## src/rtl/mem_port_arbiter.sv

```systemverilog
// Shares one line-wide slow-memory port between the I-cache and D-cache miss paths.
// Arbitrates, forwards the granted request, captures read data and pulses the winner's ready.
//
// state  | meaning
// IDLE   | no memory request, sampling both ports
// GNT_I  | I-side request forwarded to memory
// GNT_D  | D-side request forwarded to memory
// DONE_I | one-cycle ready pulse to I, captured line on mem_rdata_I
// DONE_D | one-cycle ready pulse to D, captured line on mem_rdata_D
module mem_port_arbiter #(
  parameter int PRIO_MODE   = 0,
  parameter int TIMEOUT_CYC = 1000
) (
  input  logic         clk,
  input  logic         rst_n,
  input  logic         mem_read_I,
  input  logic         mem_write_I,
  input  logic [27:0]  mem_addr_I,
  input  logic [127:0] mem_wdata_I,
  output logic [127:0] mem_rdata_I,
  output logic         mem_ready_I,
  input  logic         mem_read_D,
  input  logic         mem_write_D,
  input  logic [27:0]  mem_addr_D,
  input  logic [127:0] mem_wdata_D,
  output logic [127:0] mem_rdata_D,
  output logic         mem_ready_D,
  output logic         mem_read,
  output logic         mem_write,
  output logic [27:0]  mem_addr,
  output logic [127:0] mem_wdata,
  input  logic [127:0] mem_rdata,
  input  logic         mem_ready,
  output logic         grant_D,
  output logic         timeout_err,
  output logic [15:0]  stall_cnt
);

  typedef enum logic [2:0] {
    IDLE   = 3'd0,
    GNT_I  = 3'd1,
    GNT_D  = 3'd2,
    DONE_I = 3'd3,
    DONE_D = 3'd4
  } state_t;

  localparam logic [15:0] TO_LIMIT = 16'(TIMEOUT_CYC);

  state_t      state;
  logic        last_d;
  logic [15:0] to_cnt;
  logic        req_i;
  logic        req_d;
  logic        pick_d;
  logic        waiting;

  assign req_i = mem_read_I | mem_write_I;
  assign req_d = mem_read_D | mem_write_D;

  // On contention, fixed priority always favours D; round-robin favours the side not served last.
  assign pick_d = req_d & (~req_i | (PRIO_MODE != 0) | ~last_d);

  always_ff @(posedge clk or negedge rst_n) begin
    if (!rst_n) begin
      state       <= IDLE;
      last_d      <= 1'b0;
      to_cnt      <= 16'd0;
      timeout_err <= 1'b0;
      mem_rdata_I <= 128'd0;
      mem_rdata_D <= 128'd0;
    end else begin
      case (state)
        IDLE: begin
          if (req_i | req_d) begin
            state  <= pick_d ? GNT_D : GNT_I;
            to_cnt <= 16'd0;
          end
        end
        GNT_I, GNT_D: begin
          if (mem_ready) begin
            if (state == GNT_D) begin
              mem_rdata_D <= mem_rdata;
              last_d      <= 1'b1;
              state       <= DONE_D;
            end else begin
              mem_rdata_I <= mem_rdata;
              last_d      <= 1'b0;
              state       <= DONE_I;
            end
          end else if (to_cnt != TO_LIMIT) begin
            // Flag only; the transaction keeps waiting for the memory.
            to_cnt <= to_cnt + 16'd1;
            if (to_cnt + 16'd1 == TO_LIMIT) timeout_err <= 1'b1;
          end
        end
        DONE_I, DONE_D: state <= IDLE;
        default:        state <= IDLE;
      endcase
    end
  end

  assign waiting = ((state == GNT_I || state == DONE_I) && req_d) ||
                   ((state == GNT_D || state == DONE_D) && req_i);

  always_ff @(posedge clk or negedge rst_n) begin
    if (!rst_n) begin
      stall_cnt <= 16'd0;
    end else if (waiting && stall_cnt != 16'hFFFF) begin
      stall_cnt <= stall_cnt + 16'd1;
    end
  end

  assign mem_ready_I = (state == DONE_I);
  assign mem_ready_D = (state == DONE_D);
  assign grant_D     = (state == GNT_D);

  // Request path is combinational from the owner so the memory sees it in the first grant cycle.
  always_comb begin
    mem_read  = 1'b0;
    mem_write = 1'b0;
    mem_addr  = 28'd0;
    mem_wdata = 128'd0;
    case (state)
      GNT_I: begin
        mem_write = mem_write_I;
        mem_read  = mem_read_I & ~mem_write_I;
        mem_addr  = mem_addr_I;
        mem_wdata = mem_wdata_I;
      end
      GNT_D: begin
        mem_write = mem_write_D;
        mem_read  = mem_read_D & ~mem_write_D;
        mem_addr  = mem_addr_D;
        mem_wdata = mem_wdata_D;
      end
      default: ;
    endcase
  end

endmodule

```

## config.mk

```make
export PLATFORM = sky130hd
export DESIGN_NAME = mem_port_arbiter
export DESIGN_NICKNAME = d
export VERILOG_FILES = /design/src/rtl/mem_port_arbiter.sv
export SDC_FILE = /design/constraint.sdc
export NUM_CORES = 1
export LEC_CHECK = 0
export ABC_AREA = 1
export BUFFER_PORTS_ARGS = -buffer_cell sky130_fd_sc_hd__buf_2
export CAP_MARGIN = 25
export CORE_AREA = 2 2 347 349
export CTS_BUF_LIST = sky130_fd_sc_hd__clkbuf_2
export DETAILED_ROUTE_END_ITERATION = 8
export DIE_AREA = 0 0 349 351
export SYNTH_ARGS = -nofsm -noshare
export SYNTH_HDL_FRONTEND = slang
export SYNTH_SLANG_ARGS = --single-unit
```

## constraint.sdc

```tcl
create_clock -name clk -period 1.91 [get_ports clk]
set_input_delay 0.2865 -clock clk [delete_from_list [all_inputs] [get_ports clk]]
set_output_delay 0.2865 -clock clk [all_outputs]
set_load 0.02 [all_outputs]
```

== After elaboration in Yosys (flattened, before gate mapping) ==
Cells that the tools add are included.
Operators by class
  add/sub/neg operators: 2
  equal/unequal tests: 11
  multiplexer cells: 14
  bitwise logic cells: 13
  reductions and logical operators: 15
Operators by type and width (number)
  128-bit one-hot mux with 2 select lines: 1
  28-bit one-hot mux with 2 select lines: 1
  16-bit two-way mux: 3
  16-bit by 1-bit adder with 16-bit output, second input constant: 2
  16-bit one-hot mux with 2 select lines: 1
  16-bit by 10-bit == test with 1-bit output, second input constant: 1
  16-bit by 10-bit inequality test with 1-bit output, second input constant: 1
  16-bit inequality test, second input constant: 1
  3-bit two-way mux: 3
  2-bit inequality test, second input constant: 4
  4-bit AND reduction: 2
  3-bit by 2-bit == test with 1-bit output, second input constant: 2
  1-bit inverter: 6
  3-bit one-hot mux with 2 select lines: 1
  3-bit AND reduction: 2
  1-bit bitwise OR: 4
  1-bit one-hot mux with 2 select lines: 2
  2-bit AND reduction: 2
  1-bit bitwise AND: 3
  3-bit by 1-bit == test with 1-bit output, second input constant: 1
  3-bit == test, second input constant: 1
  1-bit logical AND: 3
  3-bit zero test: 1
  1-bit logical OR: 3
  other kinds (4): 4
Word-level totals
  bits in registers: 293
  output and inout port bits: 434
  logic and storage cells: 62

== Longest topological paths before layout ==
Gate-level depths: netlist of the first run.
  depth after elaboration: 7
  mapped depth: 12

== Least setup slack after synthesis of the first run ==
No wires, ideal clock.
  kind: register to register
  start point: reg state[1]
  end point: reg stall_cnt[2]
  data arrival time: 1.646 ns
  path slack: 0.141 ns
  cell stages (with the launch flop): 8
  clock period less this slack: 1.769 ns
  cell sequence: dfrtp_1 nor3_1 o21ai_1 nand2_1 nand2_2 buf_6 o21ai_0 nand2_1
Between the ends
  longest elaborated chain between the ends: 5
RTL lines
  from (decl): line 49  | state_t state;
  from (signal assigned): line 75  | state <= pick_d ? GNT_D : GNT_I;
  3-bit == test
  net mem_ready_D: line 27  | output logic mem_ready_D,
  1-bit logical OR: line 103  | ((state == GNT_D || state == DONE_D) && req_i);
  1-bit logical AND: line 103
  1-bit logical OR: line 102  | assign waiting = ((state == GNT_I || state == DONE_I) && req_d) ||
  1-bit logical AND: line 108  | end else if (waiting && stall_cnt != 16'hFFFF) begin
  to (signal assigned): line 109  | stall_cnt <= stall_cnt + 16'd1;
  to (decl): line 36  | output logic [15:0] stall_cnt
The timed path passes the listed nets, and every way through them passes these cells.
A chain may end at the register's enable or synchronous reset.

== Worst setup path in the final report of the first run ==
  start point: reg state[0]
  end point: out mem_wdata[78]
Between the ends
  longest elaborated chain between the ends: 2
RTL lines
  3-bit by 2-bit == test with 1-bit output / 3-bit by 1-bit == test with 1-bit output (equally long branches): line 123  | case (state)
  128-bit one-hot mux with 2 select lines (*): line 123
  to (decl): line 31  | output logic [127:0] mem_wdata,
Mark *: on every way between the ends. The rest lies on a longest branch, timed or not.

==> results.sh, run 1 <==
export IMPL_layoutNonFillerInstCount=4500
export IMPL_fp_dieH_um=351
export IMPL_grt_pass1_wl_um=123000
export IMPL_synth_nets=1938
export IMPL_ys_async_sr_fraction_pct=100
export IMPL_clock_sinks=293
export IMPL_syn_area_um2=13300
export IMPL_critPathMaxFanout=7
export IMPL_netlist_instances=1488
export IMPL_synth_cell_types=33
export IMPL_leakage_nw=14.0
export IMPL_num_rows=127
export IMPL_core_um2=119000
export IMPL_dpl_cell_area_um2=19800
export IMPL_vias=17900
export IMPL_globalplace_congestion=1.02
export IMPL_grt_pass1_vias=16200
export IMPL_cp_data_arrival_time_ns=2.66
export IMPL_drtIter0Drc=1458
export IMPL_worstMarginPinSlew_ns=0.701
export IMPL_drv_slew=0
export IMPL_grt_overflow=0
export IMPL_h_tree_depth=3
export IMPL_synth_edff_count=0
export IMPL_place_inst=3880
export IMPL_dr_pass1_iters=6
export IMPL_grt_max_degree=60
export IMPL_design_area_um2=27600
export IMPL_clk_latency_ns=1.30
export IMPL_status="finished, violations left"
export IMPL_violations="negative setup slack"
export IMPL_crit_required_ns=1.62
export IMPL_rr_startpoint="state[0]"
export IMPL_hpwlAfterDp_um=74100
export IMPL_numCtsBuffers=83
export IMPL_start_kind="register"
export IMPL_start_util_pct=11.2
export IMPL_maxCapViolCount=0
export IMPL_rsz0062_at_grt="yes"
export IMPL_io_buffers=880
export IMPL_cp_end_kind="output pin"
export IMPL_final_layout_size_suffix_gt1_share_pct=43.2
export IMPL_area_growth_syn_to_layout_pct=107
export IMPL_max_stage_delay_ns=0.38
export IMPL_fin_crit_ns=2.94
export IMPL_cts_root_buffer="clkbuf_2"
export IMPL_ios=881
export IMPL_layout_setup_ws_ns=-1.03
export IMPL_yosys_area_top_type_share_pct=55.0
export IMPL_yosysSeqAreaShare_pct=55.0
export IMPL_wl_per_cell_um=23.3
export IMPL_min_path_type="input port to register"
export IMPL_die_area_um2=122000
export IMPL_final_antenna_net_count=0
export IMPL_finalCritPeriodShare_pct=154
export IMPL_crit_start="state[0]"
export IMPL_routed_wl_um=105000
export IMPL_nets=3299
export IMPL_power_density_nw_per_um2=1600
export IMPL_synth_seq_cells=293
export IMPL_hold_violations=0
export IMPL_cpMostUsedCell="buf_6"
export IMPL_finalClockSkew_ns=0.104
export IMPL_drc=0
export IMPL_tns_ns=-206.79
export IMPL_relSlewSlack_pct=53.3
export IMPL_grt_use_total_pct=14.4
export IMPL_avgSynthCellArea_um2=8.95
export IMPL_critPathSlowestCell="dfrtp_1"
export IMPL_irDropWorstVdd_v=0.00115
export IMPL_cts_tree="done"
export IMPL_path_buf_inv=4
export IMPL_min_from="mem_write_D"
export IMPL_synth_top_area_cell="dfrtp_1"
export IMPL_avgViaCountPerCell=3.97
export IMPL_path_cells="inv_2 -> nor2_4 -> nand2_8 -> inv_16 -> buf_6 -> a22o_1 -> buf_6"
export IMPL_fillers=12600
export IMPL_antenna_found_initial=75
export IMPL_cts_buffer_depth=3
export IMPL_yosys_warnings=0
export IMPL_synth_ff_type="dfrtp_1"
export IMPL_dieWidth_um=349
export IMPL_worstSetupPathType="register to output pin"
export IMPL_cts_reportedPaths_clkPinSlew_ns=0.09
export IMPL_critical_path_top_delay_family="buffers and inverters"
export IMPL_yosys_top_cells_area="dfrtp_1 (55%), nand2_1 (10%), a22o_1 (10%)"
export IMPL_fmax_mhz=340
export IMPL_setup_viol=603
area by class of cell:
class | instances | area, um^2 | share of cell area [%]
Sequential cell | 293 | 7340 | 26.6
Timing Repair Buffer | 1364 | 11700 | 42.4
Timing Repair inverter | 6 | 67.6 | 0.245
Clock buffer | 116 | 581 | 2.10
Multi-Input combinational cell | 921 | 4950 | 18.0
Inverter | 180 | 722 | 2.62
Antenna cell | 48 | 120 | 0.436
Tap cell | 1548 | 1940 | 7.02
Clock inverter | 24 | 160 | 0.581
registers in the layout, indices dropped and copies added, names as in the netlist:
register / count
timeout_err: 1
mem_rdata_D: 128
to_cnt: 16
mem_rdata_I: 128
state: 3
last_d: 1
stall_cnt: 16
metrics by stage:
stage	hold slack, ns	utilization [%]	power, mW	setup slack, ns
finish	0.351	23.2	44.0	-1.03
global route	0.192	23.1	46.1	-1.25
CTS	0.000953	20.4	37.1	-1.27
detailed placement	0.228	16.7	29.4	-0.0908
global placement	0.227	16.7	29.1	-0.0963
floorplan	-0.00909	-	21.4	0.141
worst register-to-register path, delay by kind of cell (launching register included):
family / cells / cell delay (ns)
compound gates: 1 / 0.07
flops: 1 / 0.38
buf+inv: 5 / 0.88
simple gates: 4 / 0.59
routing by layer:
metal | wire (um) | global-route usage (%) | share of wire (%) | up-vias
met5 | 135 | 0 | 0.13 | -
met4 | 6250 | 6.68 | 6.0 | 24
met3 | 11100 | 5.40 | 11 | 351
met2 | 50400 | 24.9 | 48 | 1234
met1 | 37100 | 15.7 | 35 | 8493
li1 | - | - | - | 7754
path summary, 6_finish.rpt:
check,endpoint,slack [ns],cells past startpoint
worst max-delay path,mem_wdata[78],-1.03,7
max in group asynchronous,state[1],0.47,6
min in group asynchronous,mem_rdata_I[91],0.69,5
worst min register to register,last_d,0.51,2
worst min-delay path,state[0],0.35,7
worst max register to register,mem_rdata_I[86],-0.18,10
kinds of logic after synthesis:
group | count (synthesis) | share of synthesized area [%]
xor gates and xnor gates | 10 | 0.658
and+or+nand+nor | 460 | 14.1
AOI/OAI and AO/OA | 448 | 21.3
buffers and inverters | 274 | 8.61
DFF | 293 | 55.0
adders and majority gates | 3 | 0.282
power breakdown:
part	internal (mW)	total [mW]	switching, mW
clock	1.90	4.99	3.08
sequential	8.82	11.1	2.29
combinational	13.0	27.9	15.0
cell usage after synthesis (3+ instances only):
cell type	number
a22o_1	156
buf_2	51
buf_6	4
clkbuf_1	33
clkbuf_2	3
dfrtp_1	293
ha_1	3
inv_1	174
inv_2	5
nand2_1	366
nand2_4	3
nand3_1	24
nand3b_1	3
nand4_1	10
nor2_1	32
nor2_2	5
nor3_1	12
o21ai_0	256
o21ai_1	31
xnor2_1	5
xor2_1	5
cell usage in the layout (no fill, tap or decap), drive strengths merged, types with 10 or more instances in the layout:
cell and count:
clkinv 21, nor3 13, inv 185, dfrtp 293
a22o 156, buf 1073, nand4 10, o21ai 287
diode 48, dlygate4sd3 279, nand3 25, nand2 371
clkbuf 128, nor2 38
repair_timing:
action	CTS	global route
pin swaps	10	7
setup buffers	11	115
setup endpoints to repair	434	666
gates resized for setup	189	676
cloned	8	19
endpoints found under the hold margin	586	0
hold buffers	280	0
Power figures use the tool's default switching activity.
==> inputs of run 2 (changes only) <==
- CORE_AREA: 2 2 347 349 -> 2 2 342 344
- DIE_AREA: 0 0 349 351 -> 0 0 344 346
==> results.sh, run 2 (synthesis results as in run 1) <==
export IMPL_violations="negative setup slack"
export IMPL_finalCritPeriodShare_pct=154
export IMPL_grt_pass1_vias=16400
export IMPL_power_density_nw_per_um2=1610
export IMPL_irDropWorstVdd_v=0.00106
export IMPL_h_tree_depth=3
export IMPL_path_cells="nand3_4 -> buf_6 -> clkinv_8 -> buf_16 -> a22o_1 -> buf_6"
export IMPL_cts_reportedPaths_clkPinSlew_ns=0.10
export IMPL_final_antenna_net_count=0
export IMPL_grt_use_total_pct=15.3
export IMPL_die_area_um2=119000
export IMPL_hpwlAfterDp_um=76500
export IMPL_avgViaCountPerCell=3.98
export IMPL_layout_setup_ws_ns=-1.03
export IMPL_status="finished, violations left"
export IMPL_leakage_nw=14.3
export IMPL_clk_latency_ns=1.17
export IMPL_cts_buffer_depth=3
export IMPL_dpl_cell_area_um2=20000
export IMPL_cts_root_buffer="clkbuf_2"
export IMPL_path_buf_inv=4
export IMPL_rsz0062_at_grt="yes"
export IMPL_min_path_type="input port to register"
export IMPL_numCtsBuffers=82
export IMPL_nets=3302
export IMPL_antenna_found_initial=70
export IMPL_routed_wl_um=107000
export IMPL_fp_dieH_um=346
export IMPL_grt_overflow=0
export IMPL_cts_tree="done"
export IMPL_num_rows=125
export IMPL_clock_sinks=293
export IMPL_max_stage_delay_ns=0.44
export IMPL_vias=17700
export IMPL_fmax_mhz=340
export IMPL_critical_path_top_delay_family="buffers and inverters"
export IMPL_io_buffers=880
export IMPL_cp_data_arrival_time_ns=2.65
export IMPL_maxCapViolCount=0
export IMPL_crit_required_ns=1.62
export IMPL_start_kind="register"
export IMPL_drtIter0Drc=1120
export IMPL_relSlewSlack_pct=59.6
export IMPL_drc=0
export IMPL_critPathMaxFanout=6
export IMPL_design_area_um2=28200
export IMPL_grt_pass1_wl_um=126000
export IMPL_cpMostUsedCell="buf_6"
export IMPL_dieWidth_um=344
export IMPL_layout_commonest_cell="buf_2"
export IMPL_grt_max_degree=56
export IMPL_core_um2=115000
export IMPL_dr_pass1_iters=6
export IMPL_finalClockSkew_ns=0.137
export IMPL_largest_registers="mem_rdata_D (128), mem_rdata_I (128)"
export IMPL_worstSetupPathType="register to output pin"
export IMPL_final_layout_size_suffix_gt1_share_pct=44.3
export IMPL_worstMarginPinSlew_ns=0.605
export IMPL_ios=881
export IMPL_globalplace_congestion=1.01
export IMPL_area_growth_syn_to_layout_pct=112
export IMPL_critPathSlowestCell="dfrtp_1"
export IMPL_drv_slew=0
export IMPL_post_place_ws_ns=-0.0195
export IMPL_wl_per_cell_um=24.0
export IMPL_fin_crit_ns=2.94
export IMPL_start_util_pct=11.5
export IMPL_setup_viol=499
export IMPL_hold_violations=0
export IMPL_final_cell_mix="buf_2 (475), buf_6 (378), nand2_1 (365)"
export IMPL_cp_end_kind="output pin"
run 2: cell types whose count changed in the layout (fill, tap and decap cells not counted), moves of 7 or more:
cell       delta
o21ai_0       -8
a22o_4       +19
clkinv_1      -7
buf_12       +10
buf_6        +18
clkbuf_16    +12
buf_2        -36
a22o_1       -19
o21ai_1       +9
diode_2      -31
buf_8         +8
run 2: per-stage QoR:
stage | instances | util [%] | hold slack, ns | TNS [ns] | total power, mW
final | 4448 | 24.4 | 0.458 | -189.29 | 45.4
after global routing | 4444 | 24.4 | 0.169 | -304.81 | 47.5
after CTS | 4286 | 20.8 | 0.00254 | -330.95 | 36.6
after detailed placement | 3862 | 17.3 | 0.216 | -0.0592 | 29.9
after global placement | 3862 | 17.3 | 0.214 | 0 | 29.7
after floorplan | 1488 | - | -0.00909 | 0 | 21.4
run 2: cell type report:
type | count | area, um^2
Antenna cell | 17 | 42.5
Fill cell | 12100 | 87200
Multi-Input combinational cell | 921 | 5120
Timing Repair inverter | 6 | 87.6
Tap cell | 1524 | 1910
Clock inverter | 21 | 128
Clock buffer | 118 | 591
Sequential cell | 293 | 7340
Timing Repair Buffer | 1368 | 12200
Inverter | 180 | 753
run 2: path summary, 6_finish.rpt:
check / startpoint / endpoint / cells after the start / slack, ns
worst max-delay path: state[1] / mem_wdata[65] / 6 / -1.03
worst min-delay path: mem_rdata[29] / mem_rdata_D[29] / 5 / 0.46
worst max register to register: state[2] / mem_rdata_I[1] / 9 / -0.36
worst min register to register: last_d / last_d / 2 / 0.49
max in group asynchronous: rst_n / mem_rdata_I[98] / 7 / 0.43
min in group asynchronous: rst_n / mem_rdata_D[63] / 5 / 0.79
run 2: power by group:
| group | switching [mW] | total (mW) | internal, mW |
|---|---|---|---|
| Clock | 3.03 | 4.82 | 1.80 |
| Combinational | 15.6 | 29.6 | 13.9 |
| Sequential | 2.19 | 11.0 | 8.82 |
| Total | 20.8 | 45.4 | 24.6 |
run 2: per-layer routing:
metal / wire length [um] / track usage [%] / vias up
li1: - / - / 7725
met4: 6410 / 7.23 / 14
met3: 10000 / 4.24 / 313
met1: 38100 / 16.8 / 8497
met5: 83 / 0 / -
met2: 52100 / 27.1 / 1172
run 2: worst min-delay path: stages:
cell and delay (ns):
dlygate4sd3_1 0.53, buf_2 0.10, dlygate4sd3_1 0.54, inv_1 0.07, o21ai_0 0.15
run 2: repair_timing:
item | 4_1_cts | 5_1_grt
hold endpoints to repair | 586 | 0
setup buffers | 6 | 108
pin swaps | 15 | 15
setup endpoints to repair | 434 | 544
gates resized for setup | 112 | 871
cloned | 3 | 37
hold buffers | 276 | 0
==> inputs of run 3 (changes only) <==
- CELL_PAD_IN_SITES_DETAIL_PLACEMENT: default -> 1
- CELL_PAD_IN_SITES_GLOBAL_PLACEMENT: default -> 1
- PLACE_DENSITY_LB_ADDON: default -> 0.1
==> results.sh, run 3 (synthesis results as in run 1) <==
export IMPL_cts_buffer_depth=3
export IMPL_grt_use_total_pct=16.8
export IMPL_cts_reportedPaths_clkPinSlew_ns=0.08
export IMPL_violations="negative setup slack"
export IMPL_clk_latency_ns=1.16
export IMPL_wl_per_cell_um=23.7
export IMPL_cts_root_buffer="clkbuf_2"
export IMPL_relSlewSlack_pct=62.9
export IMPL_finalClockSkew_ns=0.0740
export IMPL_hold_violations=0
export IMPL_start_util_pct=11.5
export IMPL_dr_pass1_iters=6
export IMPL_layout_commonest_cell="buf_2"
export IMPL_max_stage_delay_ns=0.45
export IMPL_finalCritPeriodShare_pct=152
export IMPL_globalplace_congestion=0.897
export IMPL_vias=17100
export IMPL_fin_crit_ns=2.91
export IMPL_final_antenna_net_count=0
export IMPL_dpl_cell_area_um2=20100
export IMPL_status="finished, violations left"
export IMPL_clock_sinks=293
export IMPL_dieWidth_um=344
export IMPL_path_buf_inv=4
export IMPL_layoutNonFillerInstCount=4528
export IMPL_ios=881
export IMPL_cts_tree="done"
export IMPL_critical_path_top_delay_family="buffers and inverters"
export IMPL_hpwlAfterDp_um=81200
export IMPL_cp_end_kind="output pin"
export IMPL_area_growth_syn_to_layout_pct=120
export IMPL_post_place_ws_ns=-0.0896
export IMPL_drtIter0Drc=621
export IMPL_setup_viol=567
export IMPL_core_um2=115000
export IMPL_leakage_nw=14.7
export IMPL_numCtsBuffers=94
export IMPL_io_buffers=880
export IMPL_grt_max_degree=91
export IMPL_min_path_type="input port to register"
export IMPL_num_rows=125
export IMPL_design_area_um2=29200
export IMPL_worstMarginPinSlew_ns=0.557
export IMPL_fmax_mhz=344
export IMPL_drv_slew=0
export IMPL_layout_setup_ws_ns=-0.997
export IMPL_start_kind="register"
export IMPL_critPathSlowestCell="dfrtp_2"
export IMPL_irDropWorstVdd_v=0.000614
export IMPL_fillers=13400
export IMPL_grt_pass1_vias=18300
export IMPL_cp_data_arrival_time_ns=2.62
export IMPL_power_density_nw_per_um2=1640
export IMPL_grt_overflow=0
export IMPL_timing_hold_ws_ns=0.338
export IMPL_nets=3374
export IMPL_power_mw=47.9
export IMPL_grt_pass1_wl_um=140000
export IMPL_avgViaCountPerCell=3.77
export IMPL_h_tree_depth=3
export IMPL_final_cell_mix="buf_2 (446), buf_6 (438), nand2_1 (355)"
export IMPL_rsz0062_at_grt="yes"
export IMPL_fp_dieH_um=346
export IMPL_antenna_found_initial=59
export IMPL_maxCapViolCount=0
export IMPL_tns_ns=-187.99
export IMPL_crit_required_ns=1.62
export IMPL_routed_wl_um=107000
export IMPL_drc=0
export IMPL_worstSetupPathType="register to output pin"
export IMPL_critPathMaxFanout=7
export IMPL_largest_registers="mem_rdata_D (128), mem_rdata_I (128)"
export IMPL_final_util_pct=25.3
export IMPL_die_area_um2=119000
export IMPL_place_inst=3885
export IMPL_path_cells="nor2_4 -> nand2_4 -> inv_12 -> buf_16 -> buf_12 -> a22o_1 -> buf_6"
export IMPL_final_layout_size_suffix_gt1_share_pct=47.5
[run 3: cell count changes in the layout (fill, tap and decap cells not counted), moves of 8 or more]
| cell | change |
|---|---|
| buf_2 | -29 |
| buf_4 | +32 |
| buf_6 | +60 |
| clkbuf_16 | -9 |
| clkbuf_2 | +16 |
| clkinv_1 | +11 |
| dfrtp_1 | -8 |
| dfrtp_2 | +8 |
| dlygate4sd3_1 | -8 |
| nand2_1 | -10 |
| nand2_2 | +9 |
| nor2_1 | -9 |
| o21ai_0 | -11 |
[run 3: worst min-delay path, cell delays in order]
cell,delay (ns)
buf_2,0.11
inv_1,0.10
nand2_1,0.07
dlygate4sd3_1,0.60
nand2_1,0.11
o2111ai_1,0.10
o21ai_0,0.07
[run 3: power breakdown]
group | switching [mW] | internal, mW | leakage, nW
registers | 2.13 | 8.84 | 3.68
logic | 16.0 | 15.6 | 10.4
clock network | 3.36 | 1.91 | 0.616
total | 21.5 | 26.4 | 14.7
[run 3: repair_timing]
item	4_1_cts	5_1_grt
resized for setup	864	235
setup buffers	69	106
cloned	8	25
endpoints found under the hold margin	586	0
pin swaps	21	55
hold buffers	268	0
setup endpoints to repair	435	630
[run 3: layer usage]
layer	vias up	share of wire, %	global-route usage (%)
li1	7886	-	-
met5	-	0.027	0
met3	247	7.7	5.65
met2	710	56	33.6
met1	8231	32	15.0
met4	4	4.1	6.64
[run 3: final timing paths]
check                                start               end  slack [ns]  cells after the start
setup reg to reg                  state[2]   mem_rdata_I[79]       -0.16                     11
max in group asynchronous            rst_n  mem_rdata_D[123]        0.46                      6
hold / removal                 mem_write_D          state[0]        0.34                      7
min in group asynchronous            rst_n   mem_rdata_I[26]        0.67                      5
hold reg to reg            mem_rdata_D[53]   mem_rdata_D[53]        0.51                      2
setup / recovery                  state[2]     mem_wdata[61]        -1.0                      7
[run 3: final cells by class]
cell class / count / area, um^2 / share of cell area [%]
Multi-Input combinational cell: 921 / 5340 / 18.3
Tap cell: 1524 / 1910 / 6.52
Clock buffer: 134 / 671 / 2.29
Timing Repair inverter: 5 / 55.1 / 0.188
Timing Repair Buffer: 1429 / 13000 / 44.5
Sequential cell: 293 / 7350 / 25.2
Antenna cell: 12 / 30.0 / 0.103
Clock inverter: 30 / 139 / 0.475
Inverter: 180 / 737 / 2.52
